### src/rtl/demux5_hold.sv
// demux5_hold: 1-to-5 write distributor with per-destination holding
// registers and a drain sequencer that hands valid entries to a single
// consumer in index order over a valid/ready handshake.
module demux5_hold #(
    parameter int DATA_W   = 32,
    parameter int NUM_DEST = 5,
    parameter int SEL_W    = 3
) (
    input  logic                clk,
    input  logic                reset,
    input  logic                wr_en,
    input  logic [SEL_W-1:0]    selector,
    input  logic [DATA_W-1:0]   data_in,
    output logic                wr_ack,
    output logic [DATA_W-1:0]   data_0,
    output logic [DATA_W-1:0]   data_1,
    output logic [DATA_W-1:0]   data_2,
    output logic [DATA_W-1:0]   data_3,
    output logic [DATA_W-1:0]   data_4,
    output logic [NUM_DEST-1:0] dest_valid,
    input  logic                drain_start,
    output logic                drain_busy,
    output logic                drain_valid,
    input  logic                drain_ready,
    output logic [DATA_W-1:0]   drain_data,
    output logic [SEL_W-1:0]    drain_idx,
    output logic                drain_done
);

    typedef enum logic [1:0] {S_IDLE, S_SCAN, S_PRESENT, S_DONE} state_t;

    localparam logic [SEL_W-1:0] LAST_IDX = SEL_W'(NUM_DEST - 1);

    state_t              state_q, state_d;
    logic [SEL_W-1:0]    idx_q, idx_d;
    // Set when the presented entry was rewritten after its snapshot was
    // taken; the handshake must then leave its valid flag alone.
    logic                pend_q, pend_d;
    logic [DATA_W-1:0]   drain_data_q, drain_data_d;
    logic [SEL_W-1:0]    drain_idx_q, drain_idx_d;
    logic                wr_ack_q, wr_ack_d;

    logic [DATA_W-1:0]   data_q [NUM_DEST];
    logic [DATA_W-1:0]   data_d [NUM_DEST];
    logic                valid_q [NUM_DEST];
    logic                valid_d [NUM_DEST];

    logic [SEL_W-1:0]    wr_sel;
    logic [NUM_DEST-1:0] wr_hit;
    logic [NUM_DEST-1:0] clr_hit;
    logic                handshake;
    logic                wr_hit_cur;

    // Out-of-range selectors fold onto destination 0.
    always_comb begin
        wr_sel     = (selector < SEL_W'(NUM_DEST)) ? selector : '0;
        handshake  = (state_q == S_PRESENT) && drain_ready;
        wr_hit_cur = wr_en && (wr_sel == idx_q);
        wr_ack_d   = wr_en;
    end

    genvar gi;
    generate
        for (gi = 0; gi < NUM_DEST; gi++) begin : g_dest
            assign wr_hit[gi]  = wr_en && (wr_sel == SEL_W'(gi));
            assign clr_hit[gi] = handshake && !pend_q && (idx_q == SEL_W'(gi));
            // A write always beats a drain clear on the same entry.
            assign data_d[gi]  = wr_hit[gi] ? data_in : data_q[gi];
            assign valid_d[gi] = wr_hit[gi] | (valid_q[gi] & ~clr_hit[gi]);
            assign dest_valid[gi] = valid_q[gi];

            // Holding register and valid flag for one destination.
            always_ff @(posedge clk or posedge reset) begin
                if (reset) begin
                    data_q[gi]  <= '0;
                    valid_q[gi] <= 1'b0;
                end else begin
                    data_q[gi]  <= data_d[gi];
                    valid_q[gi] <= valid_d[gi];
                end
            end
        end
    endgenerate

    assign data_0 = data_q[0];
    assign data_1 = data_q[1];
    assign data_2 = data_q[2];
    assign data_3 = data_q[3];
    assign data_4 = data_q[4];

    // Drain FSM state, scan index, snapshot and write acknowledge registers.
    always_ff @(posedge clk or posedge reset) begin
        if (reset) begin
            state_q      <= S_IDLE;
            idx_q        <= '0;
            pend_q       <= 1'b0;
            drain_data_q <= '0;
            drain_idx_q  <= '0;
            wr_ack_q     <= 1'b0;
        end else begin
            state_q      <= state_d;
            idx_q        <= idx_d;
            pend_q       <= pend_d;
            drain_data_q <= drain_data_d;
            drain_idx_q  <= drain_idx_d;
            wr_ack_q     <= wr_ack_d;
        end
    end

    // Next-state logic: walk indices, stop on valid entries, wait for ready.
    always_comb begin
        state_d      = state_q;
        idx_d        = idx_q;
        pend_d       = pend_q;
        drain_data_d = drain_data_q;
        drain_idx_d  = drain_idx_q;
        case (state_q)
            S_IDLE: begin
                if (drain_start) begin
                    state_d = S_SCAN;
                    idx_d   = '0;
                end
            end
            S_SCAN: begin
                if (valid_q[idx_q]) begin
                    state_d      = S_PRESENT;
                    drain_data_d = data_q[idx_q];
                    drain_idx_d  = idx_q;
                    pend_d       = wr_hit_cur;
                end else if (idx_q == LAST_IDX) begin
                    state_d = S_DONE;
                end else begin
                    idx_d = idx_q + 1'b1;
                end
            end
            S_PRESENT: begin
                pend_d = pend_q | wr_hit_cur;
                if (drain_ready) begin
                    pend_d = 1'b0;
                    if (idx_q == LAST_IDX) begin
                        state_d = S_DONE;
                    end else begin
                        state_d = S_SCAN;
                        idx_d   = idx_q + 1'b1;
                    end
                end
            end
            S_DONE: begin
                state_d = S_IDLE;
            end
            default: begin
                state_d = S_IDLE;
            end
        endcase
    end

    // Outputs decoded from the FSM state and registered snapshot.
    always_comb begin
        drain_busy  = (state_q != S_IDLE);
        drain_valid = (state_q == S_PRESENT);
        drain_done  = (state_q == S_DONE);
        drain_data  = drain_data_q;
        drain_idx   = drain_idx_q;
        wr_ack      = wr_ack_q;
    end

endmodule

### config.mk
export PLATFORM = sky130hd
export DESIGN_NAME = demux5_hold
export DESIGN_NICKNAME = d
export VERILOG_FILES = /design/src/rtl/demux5_hold.sv
export SDC_FILE = /design/constraint.sdc
export NUM_CORES = 1
export LEC_CHECK = 0
export ABC_CLOCK_PERIOD_IN_PS = 8000
export BUFFER_PORTS_ARGS = -buffer_cell sky130_fd_sc_hd__buf_2
export CORE_ASPECT_RATIO = 1.1
export CORE_MARGIN = 1.5
export CORE_UTILIZATION = 50
export CTS_BUF_LIST = sky130_fd_sc_hd__clkbuf_4
export DETAILED_ROUTE_END_ITERATION = 8
export PLACE_DENSITY_LB_ADDON = 0.25
export SLEW_MARGIN = 30
export SYNTH_ARGS = -nofsm -noshare
export SYNTH_HDL_FRONTEND = slang
export SYNTH_SLANG_ARGS = --single-unit
### constraint.sdc
create_clock -name clk -period 8 [get_ports clk]
set_clock_uncertainty 0.2 [all_clocks]
set_input_delay 1.6 -clock clk [delete_from_list [all_inputs] [get_ports clk]]
set_output_delay 1.6 -clock clk [all_outputs]
set_load 0.1 [all_outputs]
==> key figures, run 1 <==
Die
  • Die Ht: 145 microns
  • Starting Density: 51.4%
  • DIE WIDTH: 132 microns
  • # IOs: 244
  • DIE AREA: 19200 sq um
  • CORE AREA: 17900 sq um
  • Num rows: 51

GRT
  • Vias in the first global route: 7035
  • Gr usage total: 25.6%
  • Initial antenna violation count: 2
  • Largest net degree at the start of global routing: 129
  • First-pass GRT wire length: 38800 microns
  • Total gr overflow: 0

Drt
  • Vias per cell: 5.65
  • DR iter-0 viols: 339
  • DR WL/cell: 20.7 microns
  • Drt first pass iters: 4
  • Residual DRC count: 0
  • Routed wire length: 23900 microns
  • Detailed-route via count: 6548
  • Post-route ant nets: 0

Critical path
  • WP buf/inv: 2
  • Worst EP arrival: 2.00 ns
  • Worst path slowest cell: buf_2
  • Crit path max fanout: 7
  • Cell Chain, Critical Path: inv_1 > ha_1 > buf_2
  • Critical path depth: 3
  • Reg2Reg Depth: 7
  • Slowest cell delay on critical path: 0.48 ns
  • Crit Path Class: register to output port
  • Setup crit end kind: output port
  • Startpoint types: register
  • CP required: 6.20 ns
  • Worst path top cell family by delay: buffers and inverters

Logic synthesis
  • Top FF cell, synth: dfrtp_1
  • Asr flop ratio synth: 100%
  • Post-synth top area share: 56.4%
  • #FFs+latches synth: 207
  • Mapped cell area: 9190 sq um
  • Top-count cell post-synth: dfrtp_1
  • Distinct cells, synth: 49
  • Syn_area_per_cell: 14.6 sq um
  • Yosys warns: 0
  • Area leader, netlist: dfrtp_1
  • Commonest cells post-synth: 207 x dfrtp_1, 159 x mux2_2, 45 x nand2_1
  • Syn Nets: 678
  • Instance count of the mapped netlist: 628
  • Top cells by area, synth: dfrtp_1 56%, mux2_2 19%, mux4_2 7.8%, a22oi_1 2.6%, nand2_1 1.8%
  • Seq/Total Area, Yosys: 56.4%
  • Number of synthesized flops with an enable pin: 0

Clocking
  • CTS tree: done
  • Clock H-tree levels: 2
  • Clk buf depth: 3
  • Post-CTS setup repair buffer count: 0
  • Cts hold-fix bufs: 0
  • Clk root buf: clkbuf_4
  • CTS resizes: 0
  • Clock sinks: 207
  • Clk Latency, worst-skew pair: 0.64 ns
  • Clock slew at reported path FFs: 0.06 ns
  • TritonCTS buffer count: 52

Timing
  • Endpoints failing setup: 0
  • Relative slew margins: 38.2%
  • Setup TNS: 0 ns
  • Final Hold Viols: 0
  • Hold Slack: 0.281 ns
  • Final period utilization: 47.5%
  • Final Max Slew Viols: 0
  • Slew @ Worst Pin: 0.924 ns
  • Crit path time final: 3.80 ns
  • RSZ-0062 raised after global routing: false
  • Fmax achieved: 263 MHz

Placement
  • Port-buffer cells: 243
  • Placer Congestion: 0.832
  • Detailed Place HPWL: 15100 microns
  • Placed cells: 1077

Flow run
  • Max Cap Viol: 0

Layout
  • Final core occ: 62.4%
  • Final-stage net count: 943
  • Share of layout cells above drive strength 1: 58.3%
  • Final std cells w/o fill: 1159
  • Area growth syn-to-layout: 21.4%

Hold path
  • HP Class: register to register
  • Hold Path Depth: 2

Status
  • Status: completed
metal layers:
metal	share of wire, %	global-route usage (%)	up-vias
met5	0	0	-
met4	2.9	10.6	0
met3	7.0	6.67	57
met2	50	42.6	251
met1	40	31.9	3370
li1	-	-	2870
registers in the layout, indices dropped and copies added, names as in the netlist:
name / cells
data_0: 32
data_1: 32
data_2: 32
data_3: 32
data_4: 32
drain_data: 32
dest_valid: 5
drain_idx: 3
idx_q: 3
state_q: 2
pend_q: 1
wr_ack: 1
kinds of logic (layout without fill, tap and decap cells):
family                     Yosys count  count (layout)  synth area share (%)
xor gates and xnor gates             1               1                0.0953
AOI/OAI and AO/OA                   92              92                  6.74
DFF                                207             207                  56.4
and+or+nand+nor                     69              69                  3.94
other                                0               2                     0
adders and majority gates           10              10                  1.36
buffers and inverters               52             343                  3.50
muxes                              197             197                  28.0
placed cells by master (no fill, tap or decap), drive strengths merged, types with 3 or more instances in the layout:
| master | Yosys | routed |
|---|---|---|
| buf | 32 | 253 |
| mux2 | 160 | 160 |
| nand2 | 45 | 45 |
| a21o | 3 | 3 |
| mux2i | 5 | 5 |
| mux4 | 32 | 32 |
| o21ai | 38 | 38 |
| nor2 | 3 | 3 |
| a22oi | 32 | 32 |
| nor3 | 6 | 6 |
| clkinv | 0 | 3 |
| dfrtp | 207 | 207 |
| a31oi | 3 | 3 |
| clkbuf | 10 | 76 |
| ha | 10 | 10 |
| inv | 10 | 10 |
worst min-delay path, delay by kind of cell (launching register included):
kind	cells	cell delay (ns)
flip-flops	1	0.34
AO/OA/AOI/OAI	1	0.06
AND/OR/NAND/NOR	1	0.05
worst paths after layout:
path / startpoint / to / slack [ns]
hold / removal: drain_data[31] / drain_data[31] / 0.28
hold reg to reg: drain_data[31] / drain_data[31] / 0.28
setup / recovery: state_q[0] / drain_valid / 4.20
max in group asynchronous: reset / idx_q[1] / 5.37
setup reg to reg: idx_q[0] / idx_q[1] / 4.70
min in group asynchronous: reset / data_2[14] / 0.94
cell type report:
| class | count | area [sq um] |
|---|---|---|
| fillers | 1432 | 6710 |
| flip-flops and latches | 207 | 5180 |
| multi-input cells | 369 | 3720 |
| repair buffers | 253 | 1290 |
| clock buffers | 76 | 571 |
| well taps | 238 | 298 |
| inverters | 10 | 45.0 |
| clock inverters | 4 | 41.3 |
| diodes | 2 | 5.00 |
metrics by stage:
stage / cell area, sq um / worst slack [ns]
2_1_floorplan: 9190 / 0.548
3_3_place_gp: 10500 / 4.28
3_5_place_dp: 10500 / 4.20
4_1_cts: 11100 / 4.17
5_1_grt: 11200 / 4.08
6_report: 11200 / 4.20
Power of run 1 is not shown: default switching activity piles up to over one toggle a cycle in this logic, so the estimate is an artifact.
==> run 2, diff against run 1 <==
--- a/config.mk
+++ b/config.mk
@@ -5,7 +5,7 @@
 export SDC_FILE = /design/constraint.sdc
 export NUM_CORES = 1
 export LEC_CHECK = 0
-export ABC_CLOCK_PERIOD_IN_PS = 8000
+export ABC_CLOCK_PERIOD_IN_PS = 3800
 export BUFFER_PORTS_ARGS = -buffer_cell sky130_fd_sc_hd__buf_2
 export CORE_ASPECT_RATIO = 1.1
 export CORE_MARGIN = 1.5
==> constraint.sdc (replaced) <==
create_clock -name clk -period 3.8 [get_ports clk]
set_clock_uncertainty 0.2 [all_clocks]
set_input_delay 0.76 -clock clk [delete_from_list [all_inputs] [get_ports clk]]
set_output_delay 0.76 -clock clk [all_outputs]
set_load 0.1 [all_outputs]
==> key figures, run 2 (synthesis gave the netlist of run 1 again) <==
Clocking
  • TritonCTS buffer count: 54
  • Clock slew at reported path FFs: 0.07 ns
  • Clk root buf: clkbuf_4
  • Post-CTS setup repair buffer count: 0
  • Clk buf depth: 3
  • Clock H-tree levels: 2
  • Cts hold-fix bufs: 0
  • CTS tree: done
  • Clk Latency, worst-skew pair: 0.64 ns
  • CTS resizes: 0
  • Clock sinks: 207

Timing
  • RSZ-0062 raised after global routing: false
  • Final Max Slew Viols: 0
  • Slew @ Worst Pin: 0.875 ns
  • Endpoints failing setup: 0
  • Relative slew margins: 41.6%
  • Final period utilization: 78.2%
  • Fmax achieved: 337 MHz
  • Final Hold Viols: 0
  • Setup TNS: 0 ns
  • Crit path time final: 2.97 ns

Die
  • # IOs: 244
  • DIE AREA: 19200 sq um
  • DIE WIDTH: 132 microns
  • Die Ht: 145 microns
  • Num rows: 51
  • Starting Density: 51.4%
  • CORE AREA: 17900 sq um

Drt
  • Routed wire length: 24500 microns
  • Vias per cell: 5.56
  • Drt first pass iters: 5
  • DR iter-0 viols: 390
  • DR WL/cell: 20.8 microns
  • Post-route ant nets: 0
  • Residual DRC count: 0
  • Detailed-route via count: 6554

Critical path
  • CP required: 2.84 ns
  • Startpoint types: register
  • Slowest cell delay on critical path: 0.48 ns
  • Setup crit end kind: output port
  • Cell Chain, Critical Path: inv_1 > ha_1 > buf_2
  • Worst path slowest cell: buf_2
  • Crit path max fanout: 7
  • Worst EP arrival: 2.01 ns
  • Crit Path Class: register to output port

Layout
  • Seq. cell area: 5180 sq um
  • Share of layout cells above drive strength 1: 57.6%
  • Commonest non-fill, non-tap cell in the layout: buf_2
  • Area occupied by multi-input gates: 3710 sq um
  • Final-stage net count: 949
  • # fillers: 1418
  • Commonest cells after routing, fill and taps aside: 243 x buf_2, 205 x dfrtp_1, 159 x mux2_2, 75 x clkbuf_4, 45 x nand2_1
  • Final core occ: 63.0%
  • Area growth syn-to-layout: 22.6%

Placement
  • Port-buffer cells: 243
  • Detailed Place HPWL: 15900 microns
  • Placer Congestion: 0.815

GRT
  • Vias in the first global route: 7122
  • First-pass GRT wire length: 39200 microns
  • Gr usage total: 25.8%
  • Largest net degree at the start of global routing: 124
  • Initial antenna violation count: 1
  • Total gr overflow: 0

Flow run
  • Max Cap Viol: 0

Hold path
  • HP Class: input pin to asynchronous set/reset pin

Status
  • Status: completed
-- run 2: final timing paths --
path,startpoint,end,slack (ns),cells past startpoint
setup / recovery,state_q[0],drain_valid,0.83,3
hold / removal,reset,drain_data[11],0.09,3
setup reg to reg,idx_q[0],idx_q[0],1.27,6
hold reg to reg,drain_data[29],drain_data[29],0.28,2
max in group asynchronous,reset,drain_data[24],2.74,3
min in group clk,wr_en,wr_ack,0.12,1
-- run 2: layout make-up --
cell class	instances	area share [%]
Timing Repair Buffer	257	12.1
Sequential cell	207	46.0
Clock buffer	75	5.00
Multi-Input combinational cell	369	33.0
Antenna cell	1	0.0222
Inverter	10	0.367
Clock inverter	21	0.944
Tap cell	238	2.64
-- run 2: worst max-delay path: cells and delay by family (launching register included) --
kind / cells / cell delay (ns)
DFF: 1 / 0.43
buffers and inverters: 2 / 0.63
adders and majority gates: 1 / 0.32
-- run 2: per-stage QoR --
step                area (sq um)  setup slack (ns)  hold WS (ns)  instances
floorplan                   9190             0.154         0.326        628
global placement           10600             0.953         0.261       1081
detailed placement         10600             0.841         0.270       1081
CTS                        11300             0.798        0.0573       1177
global route               11300             0.731        0.0506       1178
finish                     11300             0.829        0.0891       1178
-- run 2: layer usage --
layer | vias to the layer above | GRT usage, % | wire length (microns)
li1 | 2901 | - | -
met2 | 258 | 42.9 | 12400
met3 | 41 | 6.78 | 1620
met4 | 0 | 8.30 | 539
met5 | - | 0 | 0
met1 | 3354 | 33.1 | 9930
Power of run 2 is left out for the same reason.
